[src/rtl/mips_rf_pkg.sv]
// Shared types and defaults for the MIPS register-file port controller.
// Optional bypass feature is selected with the MIPS_RF_BYPASS_EN macro.
package mips_rf_pkg;
  localparam int DATA_W_DEF = 32;
  localparam int ADDR_W_DEF = 5;
  localparam int ZERO_REG   = 0;
  localparam int NUM_LANES  = 2;

  typedef enum logic [1:0] {
    ST_IDLE = 2'd0,
    ST_READ = 2'd1,
    ST_WAIT = 2'd2,
    ST_RESP = 2'd3
  } state_e;
endpackage

[src/rtl/rf_operand_lane.sv]
// One operand lane: latched index/enable, zero-force, optional writeback bypass
// (MIPS_RF_BYPASS_EN) and the holding register presented downstream.
module rf_operand_lane import mips_rf_pkg::*; #(
  parameter int DATA_W = DATA_W_DEF,
  parameter int ADDR_W = ADDR_W_DEF
) (
  input  logic              clk,
  input  logic              arst_n,
  input  logic              latch_i,
  input  logic [ADDR_W-1:0] idx_i,
  input  logic              en_i,
  input  logic              st_read_i,
  input  logic              st_wait_i,
  input  logic              wb_valid_i,
  input  logic [ADDR_W-1:0] wb_addr_i,
  input  logic [DATA_W-1:0] wb_data_i,
  input  logic [DATA_W-1:0] rf_data_i,
  output logic              rf_en_o,
  output logic [ADDR_W:0]   rf_addr_o,
  output logic [DATA_W-1:0] hold_o
);
  logic [ADDR_W-1:0] idx_q, idx_d;
  logic              en_q, en_d;
  logic [DATA_W-1:0] hold_q, hold_d;
  logic              live;

  // A disabled lane or $zero never touches the register file.
  assign live      = en_q && (idx_q != ADDR_W'(ZERO_REG));
  assign rf_en_o   = st_read_i && live;
  assign rf_addr_o = {1'b0, idx_q};
  assign hold_o    = hold_q;

  always_comb begin
    idx_d = idx_q;
    en_d  = en_q;
    if (latch_i) begin
      idx_d = idx_i;
      en_d  = en_i;
    end
  end

`ifdef MIPS_RF_BYPASS_EN
  logic              hit;
  logic              byp_vld_q, byp_vld_d;
  logic [DATA_W-1:0] byp_data_q, byp_data_d;

  assign hit = live && wb_valid_i && (wb_addr_i == idx_q);

  // READ-cycle hit is parked; a WAIT-cycle hit is newer and takes priority.
  always_comb begin
    byp_vld_d  = byp_vld_q;
    byp_data_d = byp_data_q;
    hold_d     = hold_q;
    if (st_read_i) begin
      byp_vld_d  = hit;
      byp_data_d = wb_data_i;
    end
    if (st_wait_i) begin
      if (!live)          hold_d = '0;
      else if (hit)       hold_d = wb_data_i;
      else if (byp_vld_q) hold_d = byp_data_q;
      else                hold_d = rf_data_i;
    end
  end

  always_ff @(posedge clk or negedge arst_n) begin
    if (!arst_n) begin
      byp_vld_q  <= 1'b0;
      byp_data_q <= '0;
    end else begin
      byp_vld_q  <= byp_vld_d;
      byp_data_q <= byp_data_d;
    end
  end
`else
  logic unused_wb;
  assign unused_wb = ^{wb_valid_i, wb_addr_i, wb_data_i};

  always_comb begin
    hold_d = hold_q;
    if (st_wait_i) hold_d = live ? rf_data_i : '0;
  end
`endif

  always_ff @(posedge clk or negedge arst_n) begin
    if (!arst_n) begin
      idx_q  <= '0;
      en_q   <= 1'b0;
      hold_q <= '0;
    end else begin
      idx_q  <= idx_d;
      en_q   <= en_d;
      hold_q <= hold_d;
    end
  end
endmodule

[src/rtl/mips_rf_port_ctrl.sv]
// Decode-side register-file port controller: two registered read channels,
// pass-through write channel, valid/ready operand response. Bypass: MIPS_RF_BYPASS_EN.
module mips_rf_port_ctrl import mips_rf_pkg::*; #(
  parameter int DATA_W = DATA_W_DEF,
  parameter int ADDR_W = ADDR_W_DEF
) (
  input  logic              clk,
  input  logic              arst_n,
  input  logic              req_valid,
  output logic              req_ready,
  input  logic [ADDR_W-1:0] req_rs,
  input  logic [ADDR_W-1:0] req_rt,
  input  logic              req_rs_en,
  input  logic              req_rt_en,
  output logic              rsp_valid,
  input  logic              rsp_ready,
  output logic [DATA_W-1:0] rsp_rs_data,
  output logic [DATA_W-1:0] rsp_rt_data,
  input  logic              wb_valid,
  input  logic [ADDR_W-1:0] wb_addr,
  input  logic [DATA_W-1:0] wb_data,
  output logic              rf_r_1_en,
  output logic              rf_r_2_en,
  output logic [ADDR_W:0]   rf_addr_r_1,
  output logic [ADDR_W:0]   rf_addr_r_2,
  input  logic [DATA_W-1:0] rf_r_data_1,
  input  logic [DATA_W-1:0] rf_r_data_2,
  output logic              rf_w_en,
  output logic [ADDR_W:0]   rf_addr_w,
  output logic [DATA_W-1:0] rf_w_data
);
  state_e state_q, state_d;
  logic   accept;

  logic [NUM_LANES-1:0][ADDR_W-1:0] lane_idx;
  logic [NUM_LANES-1:0]             lane_en;
  logic [NUM_LANES-1:0][DATA_W-1:0] lane_rf_data;
  logic [NUM_LANES-1:0]             lane_rf_en;
  logic [NUM_LANES-1:0][ADDR_W:0]   lane_rf_addr;
  logic [NUM_LANES-1:0][DATA_W-1:0] lane_hold;

  assign req_ready = (state_q == ST_IDLE) || ((state_q == ST_RESP) && rsp_ready);
  assign accept    = req_valid && req_ready;
  assign rsp_valid = (state_q == ST_RESP);

  always_comb begin
    state_d = state_q;
    unique case (state_q)
      ST_IDLE: if (accept) state_d = ST_READ;
      ST_READ: state_d = ST_WAIT;
      ST_WAIT: state_d = ST_RESP;
      ST_RESP: if (rsp_ready) state_d = accept ? ST_READ : ST_IDLE;
      default: state_d = ST_IDLE;
    endcase
  end

  always_ff @(posedge clk or negedge arst_n) begin
    if (!arst_n) state_q <= ST_IDLE;
    else         state_q <= state_d;
  end

  // Lane 0 carries rs on read channel 1, lane 1 carries rt on channel 2.
  assign lane_idx     = {req_rt, req_rs};
  assign lane_en      = {req_rt_en, req_rs_en};
  assign lane_rf_data = {rf_r_data_2, rf_r_data_1};

  for (genvar l = 0; l < NUM_LANES; l++) begin : g_lane
    rf_operand_lane #(.DATA_W(DATA_W), .ADDR_W(ADDR_W)) u_lane (
      .clk       (clk),
      .arst_n    (arst_n),
      .latch_i   (accept),
      .idx_i     (lane_idx[l]),
      .en_i      (lane_en[l]),
      .st_read_i (state_q == ST_READ),
      .st_wait_i (state_q == ST_WAIT),
      .wb_valid_i(wb_valid),
      .wb_addr_i (wb_addr),
      .wb_data_i (wb_data),
      .rf_data_i (lane_rf_data[l]),
      .rf_en_o   (lane_rf_en[l]),
      .rf_addr_o (lane_rf_addr[l]),
      .hold_o    (lane_hold[l])
    );
  end

  assign rf_r_1_en   = lane_rf_en[0];
  assign rf_r_2_en   = lane_rf_en[1];
  assign rf_addr_r_1 = lane_rf_addr[0];
  assign rf_addr_r_2 = lane_rf_addr[1];
  assign rsp_rs_data = lane_hold[0];
  assign rsp_rt_data = lane_hold[1];

  // Writes to $zero are dropped here so the register file never sees them.
  assign rf_w_en   = wb_valid && (wb_addr != ADDR_W'(ZERO_REG));
  assign rf_addr_w = {1'b0, wb_addr};
  assign rf_w_data = wb_data;
endmodule

[config.mk]
export PLATFORM = sky130hd
export DESIGN_NAME = mips_rf_port_ctrl
export DESIGN_NICKNAME = d
export VERILOG_FILES = /design/src/rtl/mips_rf_pkg.sv /design/src/rtl/rf_operand_lane.sv /design/src/rtl/mips_rf_port_ctrl.sv
export SDC_FILE = /design/constraint.sdc
export NUM_CORES = 1
export LEC_CHECK = 0
export ABC_AREA = 1
export BUFFER_PORTS_ARGS = -buffer_cell sky130_fd_sc_hd__buf_2
export CELL_PAD_IN_SITES_DETAIL_PLACEMENT = 1
export CELL_PAD_IN_SITES_GLOBAL_PLACEMENT = 1
export CORE_UTILIZATION = 32
export CTS_CLUSTER_DIAMETER = 40
export DETAILED_ROUTE_END_ITERATION = 10
export GPL_ROUTABILITY_DRIVEN = 1
export PLACE_DENSITY_LB_ADDON = 0.1
export SETUP_SLACK_MARGIN = 0.4
export SYNTH_ARGS = -nofsm -noshare
export SYNTH_HDL_FRONTEND = slang
export SYNTH_SLANG_ARGS = --single-unit
[constraint.sdc]
create_clock -name clk -period 2.2 [get_ports clk]
set_clock_uncertainty 0.05 [all_clocks]
set_input_delay 0.11 -clock clk [delete_from_list [all_inputs] [get_ports clk]]
set_output_delay 0.11 -clock clk [all_outputs]
set_load 0.1 [all_outputs]
==> results_dict.tcl <==
set metrics [dict create \
    status "completed" \
    drtIter0Drc 134 \
    initial_core_util 0.334 \
    rsz0062_at_grt "no" \
    dr.pass1.iters 4 \
    drc 0 \
    setup_viol 0 \
    period_share 0.778 \
    core-area_um2 12300 \
    clk_latency_ns 0.34 \
    slowest_stage "dfrtp_2" \
    period_needed_ns 1.71 \
    die_x_um 115 \
    clockBufferDepth 2 \
    ant_nets 0 \
    grt_pass1_wl_um 19700 \
    portBuffers 169 \
    area_growth_syn_to_layout_pct 28.0 \
    seq_area_um2 1960 \
    cts_buffers 9 \
    clk_pin_slew_ns 0.06 \
    setup.worst_path.start_class "register" \
    antenna_found_initial 1 \
    ioPinCount 237 \
    dp_hpwl_um 8310 \
    drv_cap 0 \
    rows 40 \
    gp_congestion 0.752 \
    max_stage_delay_ns 0.42 \
    fmax_mhz 584 \
    synthCells 549 \
    required_ns 2.04 \
    cp.buffers_inverters 1 \
    grt_start_max_net_pins 41 \
    n_antenna_cell 0 \
    worstPathMaxFanout 14 \
    cts-root-buf "clkbuf_16" \
    grt_overflow 0 \
    n_fill_cell 1582 \
    hold_violations 0 \
    crit_arrival_ns 1.55 \
    worst_pin_slew_ns 0.546 \
    ys_seq_area_frac 0.476 \
    final-max-slew-violation-count 0 \
    via_per_inst 4.47 \
    first_global_vias 3940 \
    htreeDepth 3 \
    layout_common_cells "nand2_1 (228), buf_2 (165), nand3_1 (78)" \
    grt_util_all_layers 0.193 \
    num_vias 3818 \
    nNetsFinal 809 \
    dieArea_um2 13300 \
    hold_path_class "primary input to register" \
    cp_top_family "simple AND/OR/NAND/NOR gates" \
    synth-seq-cells 78 \
    path_cells "nor2_1 -> nand3_4 -> nand2_1 -> nor2_4 -> buf_12" \
    critPathCaptureType "output pin" \
    path_class "register to output pin" \
    relSlewSlack 0.636 \
    drive_gt1_frac 0.303 \
    synth_area_um2 4100 \
    ys_types 15 \
    routed_wl_um 12000 \
    die_h_um 115 \
    tns_ns 0 \
    avgSynthCellArea_um2 7.47 \
    wire_per_inst_um 14.0 \
    yosys_warnings 0 \
    final_common_cell "nand2_1" \
    cts_tree "done" \
    cts_sinks 78 \
    multiInputGateArea_um2 1420 \
]
per-stage QoR:
step	std cells	hold slack (ns)	instance area, um^2	utilization	worst slack (ns)
floorplan	551	-0.236	4150	-	0.529
global placement	830	0.0742	4850	0.396	0.672
detailed placement	830	0.0812	4850	0.396	0.599
CTS	855	0.0141	5240	0.427	0.423
global route	855	0.0453	5250	0.428	0.410
finish	855	0.0241	5250	0.428	0.488
cells in the mapped netlist:
library cell | instances | area (um^2)
conb_1 | 1 | 3.75
ha_1 | 5 | 62.6
inv_1 | 24 | 90.1
nand3_2 | 1 | 10.0
inv_4 | 1 | 6.26
nand3_1 | 78 | 390
dfrtp_1 | 78 | 1950
nor2_1 | 9 | 33.8
buf_4 | 42 | 315
nand2_2 | 1 | 6.26
clkinv_1 | 50 | 188
buf_6 | 5 | 56.3
nand2_1 | 228 | 856
buf_2 | 23 | 115
o21ai_0 | 3 | 15.0
layer usage:
metal  part of all wire  vias up  track usage
li1                   -     1863            -
met1               0.44     1811        0.242
met2               0.47      119        0.315
met3              0.069       23       0.0485
met4              0.020        2       0.0831
met5            0.00083        -            0
cells by family (layout without fill, tap and decap cells):
family	Yosys count	count (layout)	synth area share
compound gates	3	3	0.00366
simple gates	317	317	0.316
fa+ha+maj	5	5	0.0153
flops	78	78	0.476
other cells	1	3	0.000915
buf+inv	145	281	0.188
worst paths after layout:
path	from	to	slack (ns)	depth (start not counted)
worst max-delay path	g_lane[1].u_lane.idx_q[4]	rf_r_2_en	0.49	5
worst min-delay path	rf_r_data_1[5]	g_lane[0].u_lane.hold_o[5]	0.02	5
worst max register to register	state_q[0]	g_lane[0].u_lane.hold_o[23]	0.61	7
worst min register to register	g_lane[1].u_lane.hold_o[31]	g_lane[1].u_lane.hold_o[31]	0.42	2
max in group asynchronous	arst_n	g_lane[0].u_lane.hold_o[31]	1.21	3
min in group asynchronous	arst_n	g_lane[0].u_lane.hold_o[7]	0.25	2
final cells by class:
class,instances,area share
Tap cell,168,0.0400
Multi-Input combinational cell,328,0.271
Clock buffer,12,0.0470
Sequential cell,78,0.374
Inverter,75,0.0541
Timing Repair Buffer,194,0.214
flip-flops by register name (all words and copies together) (netlist names):
register              flops
g_lane.u_lane.idx_q      10
state_q                   2
g_lane.u_lane.en_q        2
g_lane.u_lane.hold_o     64
worst reg2reg max path, cell delays in order (launching register included):
cell,delay (ns)
dfrtp_1,0.45
inv_1,0.16
ha_2,0.26
buf_4,0.31
nand2_1,0.11
clkinv_1,0.05
nand3_1,0.07
nand2_1,0.09
what timing repair did:
action	in CTS	in global routing
hold endpoints to repair	50	0
setup buffers	0	0
endpoints found under the setup margin	3	3
pin swaps	0	1
gates resized for setup	3	2
hold buffers	13	0
cloned	0	0
Power is not shown: default switching activity piles up to over one toggle a cycle in this logic, so the estimate is an artifact.
